$ cat src/rtl/mux_pkg.sv
// Shared definitions for the round-robin streaming multiplexer.
//   ARB_RR / ARB_FIXED : arbitration mode selectors
//   state_t            : packet-lock FSM encoding
//   clog2_min1(n)      : index width that never collapses to zero bits
package mux_pkg;

  localparam int ARB_RR    = 0;
  localparam int ARB_FIXED = 1;

  typedef enum logic {
    IDLE   = 1'b0,
    LOCKED = 1'b1
  } state_t;

  function automatic int clog2_min1(input int n);
    return (n <= 1) ? 1 : $clog2(n);
  endfunction

endpackage

$ cat src/rtl/rr_arbiter.sv
// Combinational N-way arbiter.
//   req     in   NUM_CH  request vector
//   ptr     in   CH_W    last served channel (round-robin starts after it)
//   gnt     out  NUM_CH  one-hot grant, zero when no request
//   gnt_idx out  CH_W    encoded grant, zero when no request
// Round-robin duplicates the request vector and masks off every bit at or
// below ptr; the first set bit of the result is the next channel after ptr,
// and the upper copy provides the wrap-around without a second search.
module rr_arbiter
  import mux_pkg::*;
#(
  parameter  int NUM_CH   = 8,
  parameter  int ARB_MODE = ARB_RR,
  localparam int CH_W     = clog2_min1(NUM_CH)
) (
  input  logic [NUM_CH-1:0] req,
  input  logic [CH_W-1:0]   ptr,
  output logic [NUM_CH-1:0] gnt,
  output logic [CH_W-1:0]   gnt_idx
);

  logic [2*NUM_CH-1:0] dbl_req;
  logic [2*NUM_CH-1:0] masked;
  logic                found;

  always_comb begin
    // NOTE: every signal gets a default before any conditional assignment,
    // so no path leaves a value unassigned and no latch is inferred.
    dbl_req = {req, req};
    masked  = '0;
    gnt_idx = '0;
    gnt     = '0;
    found   = 1'b0;

    for (int j = 0; j < 2*NUM_CH; j++) begin
      masked[j] = dbl_req[j] & (j > int'(ptr));
    end

    if (ARB_MODE == ARB_FIXED) begin
      for (int j = 0; j < NUM_CH; j++) begin
        if (!found && req[j]) begin
          gnt_idx = CH_W'(j);
          found   = 1'b1;
        end
      end
    end else begin
      for (int j = 0; j < 2*NUM_CH; j++) begin
        if (!found && masked[j]) begin
          gnt_idx = CH_W'((j >= NUM_CH) ? j - NUM_CH : j);
          found   = 1'b1;
        end
      end
    end

    for (int i = 0; i < NUM_CH; i++) begin
      gnt[i] = found && (gnt_idx == CH_W'(i));
    end
  end

endmodule

$ cat src/rtl/rr_stream_mux.sv
// N:1 valid/ready stream multiplexer with packet-level grant locking and a
// registered output stage.
//   clk, rst         rising-edge clock, synchronous active-high reset
//   in_valid/ready   per-channel handshake (at most one ready bit set)
//   in_data          channel i at [i*DATA_W +: DATA_W]
//   in_last          per-channel end-of-packet flag
//   out_valid/ready  consumer handshake
//   out_data/last    registered beat and its end-of-packet flag
//   out_ch           source channel of the beat on out_data
// The output register reloads whenever it is empty or being drained, so
// out_ready reaches in_ready combinationally and a full register still
// sustains one beat per cycle.
module rr_stream_mux
  import mux_pkg::*;
#(
  parameter  int NUM_CH   = 8,
  parameter  int DATA_W   = 8,
  parameter  int ARB_MODE = ARB_RR,
  localparam int CH_W     = clog2_min1(NUM_CH)
) (
  input  logic                     clk,
  input  logic                     rst,
  input  logic [NUM_CH-1:0]        in_valid,
  input  logic [NUM_CH*DATA_W-1:0] in_data,
  input  logic [NUM_CH-1:0]        in_last,
  output logic [NUM_CH-1:0]        in_ready,
  output logic                     out_valid,
  output logic [DATA_W-1:0]        out_data,
  output logic                     out_last,
  output logic [CH_W-1:0]          out_ch,
  input  logic                     out_ready
);

  state_t            state, state_d;
  logic [CH_W-1:0]   rr_ptr, rr_ptr_d;
  logic [CH_W-1:0]   cur_ch, cur_ch_d;
  logic [NUM_CH-1:0] gnt;
  logic [CH_W-1:0]   gnt_idx;
  logic [CH_W-1:0]   sel_ch;
  logic [DATA_W-1:0] sel_data;
  logic              sel_last;
  logic              load_en;
  logic              accept;

  rr_arbiter #(
    .NUM_CH   (NUM_CH),
    .ARB_MODE (ARB_MODE)
  ) u_arb (
    .req     (in_valid),
    .ptr     (rr_ptr),
    .gnt     (gnt),
    .gnt_idx (gnt_idx)
  );

  assign load_en = !out_valid || out_ready;

  // Ready decode and source select. While locked only the owning channel
  // is considered, so other channels cannot slip in when it goes idle.
  always_comb begin
    in_ready = '0;
    sel_ch   = (state == LOCKED) ? cur_ch : gnt_idx;
    if (!rst) begin
      if (state == IDLE) begin
        in_ready = load_en ? gnt : '0;
      end else begin
        for (int i = 0; i < NUM_CH; i++) begin
          in_ready[i] = load_en && (cur_ch == CH_W'(i));
        end
      end
    end

    sel_data = '0;
    sel_last = 1'b0;
    for (int i = 0; i < NUM_CH; i++) begin
      if (sel_ch == CH_W'(i)) begin
        sel_data = in_data[i*DATA_W +: DATA_W];
        sel_last = in_last[i];
      end
    end
  end

  assign accept = |(in_valid & in_ready);

  always_comb begin
    state_d  = state;
    rr_ptr_d = rr_ptr;
    cur_ch_d = cur_ch;
    case (state)
      IDLE: begin
        if (accept) begin
          if (sel_last) begin
            rr_ptr_d = gnt_idx;
          end else begin
            state_d  = LOCKED;
            cur_ch_d = gnt_idx;
          end
        end
      end
      LOCKED: begin
        if (accept && sel_last) begin
          state_d  = IDLE;
          rr_ptr_d = cur_ch;
        end
      end
      default: state_d = IDLE;
    endcase
  end

  // NOTE: sequential state uses non-blocking assignments so every register
  // samples the pre-edge values regardless of statement order.
  always_ff @(posedge clk) begin
    if (rst) begin
      state     <= IDLE;
      rr_ptr    <= CH_W'(NUM_CH - 1);
      cur_ch    <= '0;
      out_valid <= 1'b0;
      // NOTE: the data register is reset too because out_data is visible
      // and must read zero after reset, not just be qualified by out_valid.
      out_data  <= '0;
      out_last  <= 1'b0;
      out_ch    <= '0;
    end else begin
      state  <= state_d;
      rr_ptr <= rr_ptr_d;
      cur_ch <= cur_ch_d;
      if (accept) begin
        out_valid <= 1'b1;
        out_data  <= sel_data;
        out_last  <= sel_last;
        out_ch    <= sel_ch;
      end else if (out_ready) begin
        out_valid <= 1'b0;
      end
    end
  end

endmodule

$ cat config.mk
export PLATFORM = sky130hd
export DESIGN_NAME = rr_stream_mux
export DESIGN_NICKNAME = d
export VERILOG_FILES = /design/src/rtl/mux_pkg.sv /design/src/rtl/rr_arbiter.sv /design/src/rtl/rr_stream_mux.sv
export SDC_FILE = /design/constraint.sdc
export NUM_CORES = 1
export LEC_CHECK = 0
export CAP_MARGIN = 0
export CORE_ASPECT_RATIO = 0.75
export CORE_MARGIN = 1
export CORE_UTILIZATION = 30
export CTS_CLUSTER_SIZE = 25
export DETAILED_ROUTE_END_ITERATION = 10
export GPL_TIMING_DRIVEN = 0
export PLACE_DENSITY = 0.71
export RECOVER_POWER = 50
export SLEW_MARGIN = 20
export SYNTH_ARGS = -nofsm -noshare
export SYNTH_HDL_FRONTEND = slang
export SYNTH_SLANG_ARGS = --single-unit
$ cat constraint.sdc
create_clock -name clk -period 4.65 [get_ports clk]
set_input_delay 0.6975 -clock clk [delete_from_list [all_inputs] [get_ports clk]]
set_output_delay 0.6975 -clock clk [all_outputs]
set_load 0.01 [all_outputs]
* Word-level counts from Yosys, hierarchy flattened
Index checks and enable logic that the tools add are counted.
Widths: inputs -> output; s select.
** Word-level totals
- Register bits after elaboration :: 20
- Output and inout bits :: 21
- Logic and storage cells :: 162
** Operators by class
- $lt $le $gt $ge :: 7
- Eq/ne operators :: 24
- Muxes and demuxes :: 60
- Bitwise logic cells :: 10
- Reductions and logical operators :: 54
** Operator list (count)
- $mux 8 :: 11
- $mux 3 :: 18
- $eq 3x3->1 const B :: 12
- $logic_and 1x1->1 :: 31
- $mux 1 :: 29
- $eq 3x2->1 const B :: 6
- $logic_not 1->1 :: 15
- $gt 3x3->1 const A :: 4
- $eq 3x1->1 const B :: 3
- $logic_not 3->1 :: 3
- $and 8x8->8 :: 1
- $reduce_or 8->1 :: 1
- $and 1x1->1 :: 7
- $gt 2x3->1 const A :: 2
- $pmux 3 s2 :: 1
- $reduce_and 3->1 :: 2
- $ne 2x2->1 const B :: 2
- $gt 1x3->1 const A :: 1
- $ne 2x1->1 const B :: 1
- $not 1->1 :: 2
- $pmux 1 s2 :: 1
- $reduce_bool 2->1 :: 1
- $logic_or 1x1->1 :: 1

* Depth between registers and ports, before layout
- Depth in word-level cells :: 58
- Depth in mapped cells :: 14
- Gate-level depth less buffers :: 10

* Cells and area by module
A second synthesis with hierarchy kept.
** Second synthesis, totals
- Cell total of the unflattened synthesis :: 316
- Area, all modules :: 2314.7 µm²
** Modules (own cells, without submodules)
- rr_stream_mux :: instances 1, cells each 258, area an instance 1928.1 µm², sequential area each 400.4 µm²
- rr_arbiter :: instances 1, cells each 58, area an instance 386.6 µm², sequential area each 0.0 µm²

* Worst setup path after synthesis
No wires, ideal clock.
- Kind :: input to register
- Start :: input in_valid[2]
- End :: register cur_ch[1]
- Library setup time :: 0.079 ns
- Arrival time :: 2.945 ns
- Setup slack :: 1.626 ns
- Stages on the path :: 10
- Buffers on the path :: 1
- Cells stage by stage :: buf_2 > nor4_2 > and4_4 > or2_2 > a2bb2oi_4 > mux2i_1 > o221ai_1 > o31a_4 > o31a_1 > a211oi_2
** Between the ends
- Word-level cells in the longest chain between the ends :: 54
- Elaborated cells between the ends (all ways) :: 96
- Those cells by class :: 14 x eq/ne; 40 x mux; 3 x bitwise; 39 x reduce/logical
** RTL lines
- start, declared :: line rr_stream_mux.sv:23 : input logic [NUM_CH-1:0] in_valid,
- $and 1x1->1 :: line rr_arbiter.sv:36 : masked[j] = dbl_req[j] & (j > int'(ptr));
- $logic_and 1x1->1 :: line rr_arbiter.sv:48 : if (!found && masked[j]) begin
- $mux 1 :: line rr_arbiter.sv:48
- $logic_not 1->1 :: line rr_arbiter.sv:48
- $logic_and 1x1->1 :: line rr_arbiter.sv:48
- $mux 1 :: line rr_arbiter.sv:48
- $logic_not 1->1 :: line rr_arbiter.sv:48
- $logic_and 1x1->1 :: line rr_arbiter.sv:48
- [... 31 more ...]
- $logic_not 1->1 :: line rr_arbiter.sv:48
- $logic_and 1x1->1 :: line rr_arbiter.sv:48
- $mux 3 :: line rr_arbiter.sv:48
- $mux 3 :: line rr_stream_mux.sv:61 : sel_ch = (state == LOCKED) ? cur_ch : gnt_idx;
- $logic_not 3->1 :: line rr_stream_mux.sv:75 : if (sel_ch == CH_W'(i)) begin
- $mux 1 (8 in a row) :: line rr_stream_mux.sv:75
- $not 1->1 (no line)
- $reduce_and 3->1 (no line)
- end signal, assigned :: line rr_stream_mux.sv:125 : cur_ch <= cur_ch_d;
- end, declared :: line rr_stream_mux.sv:36 : logic [CH_W-1:0] cur_ch, cur_ch_d;
Several ways; a longest one is shown, not always the timed one.
A chain may end at the register's enable or synchronous reset.

* Final worst setup path
- Start :: input in_valid[7]
- End :: output in_ready[6]
** Between the ends
- Word-level cells in the longest chain between the ends :: 32
- Elaborated cells between the ends (all ways) :: 41
- Those cells by class :: 1 x eq/ne; 21 x mux; 1 x bitwise; 18 x reduce/logical
** RTL lines
- $and 1x1->1 :: line rr_arbiter.sv:36
- $logic_and 1x1->1 :: line rr_arbiter.sv:48
- $mux 1 :: line rr_arbiter.sv:48
- $logic_not 1->1 :: line rr_arbiter.sv:48
- $logic_and 1x1->1 :: line rr_arbiter.sv:48
- $mux 1 :: line rr_arbiter.sv:48
- $logic_not 1->1 :: line rr_arbiter.sv:48
- $logic_and 1x1->1 :: line rr_arbiter.sv:48
- [... 16 more ...]
- $logic_not 1->1 :: line rr_arbiter.sv:48
- $logic_and 1x1->1 :: line rr_arbiter.sv:48
- $mux 3 :: line rr_arbiter.sv:48
- $eq 3x3->1 :: line rr_arbiter.sv:56 : gnt[i] = found && (gnt_idx == CH_W'(i));
- $logic_and 1x1->1 (*) :: line rr_arbiter.sv:56
- $mux 8 (*) :: line rr_stream_mux.sv:64 : in_ready = load_en ? gnt : '0;
- $mux 8 (*) :: line rr_stream_mux.sv:63 : if (state == IDLE) begin
- $mux 8 (*) :: line rr_stream_mux.sv:62 : if (!rst) begin
- end, declared :: line rr_stream_mux.sv:26 : output logic [NUM_CH-1:0] in_ready,
Mark *: on every way between the ends. The rest lies on a longest branch, timed or not.

==> results.json <==
{
  "status": "complete, no violations",
  "vias": 3015,
  "drv_cap": 0,
  "synth_top_area_cell": "dfxtp_1",
  "first_iter_violations": 312,
  "fin_crit_sh_pct": 96.29,
  "routed_wirelength_mm": 8.920,
  "die_h_um": 77.50,
  "finClkSkew_ns": 0.001804,
  "routabilityCongestion": 0.9299,
  "synth.distinct_cells": 65,
  "dpl.hpwl_mm": 7.207,
  "grt_pass1_wl_mm": 14.09,
  "drive_above_1_share_pct": 9.155,
  "fin_cells": 527,
  "arrival_ns": 3.78,
  "synthFlopType": "dfxtp_1",
  "synth_compound_area_share_pct": 40.45,
  "worst-slew-pin-transition_ns": 0.7461,
  "path_cells": "clkdlybuf4s50_1, and3b_1, a311o_1, o21ai_1, nand2_1, nor3_2, a32oi_1, clkbuf_1, nor2_1, clkdlybuf4s50_1",
  "critPathMaxStageDelay_ns": 0.66,
  "hold_path_class": "reg2reg",
  "place_area_um2": 3417,
  "synthXorXnorAreaFrac_pct": 0,
  "synth_top_area_share_pct": 17.56,
  "yosys.area_share.simple_pct": 27.55,
  "muxShareOfSynthArea_pct": 6.586,
  "synth-seq-cells": 20,
  "start_util_pct": 31.10,
  "route.detailed.drc": 0,
  "end_kind": "output port",
  "clk_pin_slew_worst_paths_ns": 0.07,
  "fin_setup_tns_ns": 0,
  "ant_nets": 0,
  "synth_edf_count": 0,
  "setup_viol": 0,
  "synthAdderAreaFrac_pct": 0,
  "grt_pass1_vias": 2768,
  "portBuffers": 101,
  "final_core_util_pct": 47.14,
  "die_x_um": 102.7,
  "synth.area.top_cells": "dfxtp_1, nand2_1, mux2i_1",
  "antenna_cells": 0,
  "rsz0062_at_grt": "no",
  "dieArea_um2": 7955,
  "clock_latency_ns": 0.25,
  "ys_seq_area_share_pct": 17.56,
  "crit_path_start_kind": "input port",
  "synth_top_family_by_area": "compound AO/OA/AOI/OAI gates",
  "cpMostUsedCell": "clkdlybuf4s50_1",
  "maxSlewViolCount": 0,
  "cts.htree.levels": 1,
  "core_area_um2": 7331,
  "async_flop_share_pct": 0,
  "yosys-top-cells-count": "nand2_1, a21oi_1, nor2_1, o22ai_1, o21ai_0",
  "timing.critical_path.buf_inv": 3,
  "max_freq_ghz": 0.2233,
  "final_cell_area_um2": 3456,
  "clk_path_buf_depth": 2,
  "path_class": "in2out",
  "period_needed_ns": 4.478,
  "areaGrowthSynthToFinish_pct": 51.59,
  "crit_required_ns": 3.95,
  "synthesis.instances": 322,
  "finalHoldViolations": 0,
  "synth.cell_area_um2": 2280,
  "worstPathMaxFanout": 10,
  "post_drt_wl_per_cell_um": 16.93,
  "max_slew_margin_pct": 49.87,
  "path_delay_family": "buffers and inverters",
  "via_per_inst": 5.721,
  "power_leakage_nw": 1.309,
  "rows": 27,
  "io_pins": 104,
  "cts_tree": "yes",
  "cts_sinks": 20,
  "yosysMostFrequentCell": "nand2_1",
  "power_density_nw_per_um2": 676.8,
  "cts-root-buf": "clkbuf_8",
  "cts_buffers": 3,
  "first_pass_iters": 5,
  "fill_cells": 745,
  "grt_max_degree": 11,
  "place_inst": 524,
  "nNetsFinal": 511,
  "crit_slowest_cell": "clkdlybuf4s50_1",
  "synth.avg_cell_area_um2": 7.080,
  "syn_nets": 405,
  "grt_usage_pct": 22.18,
  "grt-ovfl-total": 0,
  "ir_drop_mv": 0.3566,
  "yosys_warnings": 0,
  "antenna_found_initial": 0
}
[cell families after synthesis]
logic type	count (synthesis)
compound gates	126
simple gates	124
flops	20
mux	15
buf+inv	37
[layer usage]
layer	global-route usage [%]	vias up	part of all wire, %
met5	0	-	0
met4	3.000	0	0.68
met3	3.153	8	9.1
met2	33.53	175	44
met1	33.46	1409	47
li1	-	1423	-
[cell usage in the layout (no fill, tap or decap), drive strengths merged, types with 2 or more instances in the layout]
cell type,Yosys,final
o31a,3,3
or2,3,3
o41ai,2,2
nor3,15,15
o21ai,23,23
or3,4,4
o221ai,2,2
and3,4,4
and2,4,4
o2111ai,2,2
o221a,3,3
o31ai,3,3
a211oi,9,9
inv,16,16
a2bb2oi,3,3
nand2,45,45
o22ai,24,24
clkbuf,6,11
clkdlybuf4s50,0,87
o2bb2ai,2,2
nand2b,7,7
nand3,10,10
a21oi,30,30
buf,14,12
a211o,2,2
nor2,25,25
mux2i,15,15
a22o,2,2
o22a,2,2
o211a,2,2
dlygate4sd3,0,14
dfxtp,20,20
[final timing paths]
check | from | to | slack [ns] | depth (start not counted)
max reg2reg | rr_ptr[2]$_SDFFE_PP1P_ | out_data[5]$_SDFFE_PP0P_ | 1.02 | 12
min reg2reg | out_data[3]$_SDFFE_PP0P_ | out_data[3]$_SDFFE_PP0P_ | 0.47 | 2
min | out_data[3]$_SDFFE_PP0P_ | out_data[3]$_SDFFE_PP0P_ | 0.47 | 2
max | in_valid[7] | in_ready[6] | 0.17 | 10
[worst reg2reg max path, cell delays in order, from the launching register on]
cell      delay (ns)
dfxtp_1         0.41
buf_2           0.25
a21oi_1         0.06
or3_1           0.34
o22a_1          0.28
nor2_1          0.45
nor3_1          0.12
nor3_1          0.60
nand2_1         0.15
clkbuf_1        0.29
clkbuf_1        0.31
a21oi_1         0.18
a21oi_1         0.06
[sequential cells by signal (all words and copies together) (netlist names)]
register,count
cur_ch,3
out_data,8
out_last,1
rr_ptr,3
out_valid,1
state,1
out_ch,3
[power breakdown]
| part | total [mW] | internal, mW | switching, mW | leakage (nW) |
|---|---|---|---|---|
| clock network | 0.110 | 0.0576 | 0.0525 | 0.0216 |
| logic | 1.93 | 0.798 | 1.14 | 1.12 |
| registers | 0.294 | 0.240 | 0.0544 | 0.164 |
| total | 2.34 | 1.10 | 1.24 | 1.31 |
[per-stage QoR]
step | power, mW | setup slack, ns | hold slack (ns)
floorplan | 1.635 | 1.626 | 0.4905
global placement | 2.168 | 0.2776 | 0.4555
detailed placement | 2.210 | 0.2215 | 0.4636
CTS | 2.329 | 0.1932 | 0.4769
global route | 2.514 | 0.05428 | 0.5052
finish | 2.339 | 0.1723 | 0.4716
[cell type report]
class                           instances  area, um^2  share of cell area [%]
Buffer                                 20       112.6                   3.259
Clock buffer                            3       41.29                   1.195
Inverter                               17       63.81                   1.846
Multi-Input combinational cell        265        1700                   49.20
Sequential cell                        20       400.4                   11.59
Tap cell                              101       126.4                   3.657
Timing Repair Buffer                  101        1011                   29.25
[timing repair]
action / 4_1_cts / 5_1_grt
endpoints found under the hold margin: 0 / 0
endpoints found under the setup margin: 0 / 1
hold buffers: 0 / 0
resized for setup: 0 / 1
buffers inserted: 0 / 0
No activity file was read; power rests on OpenSTA's default activity.
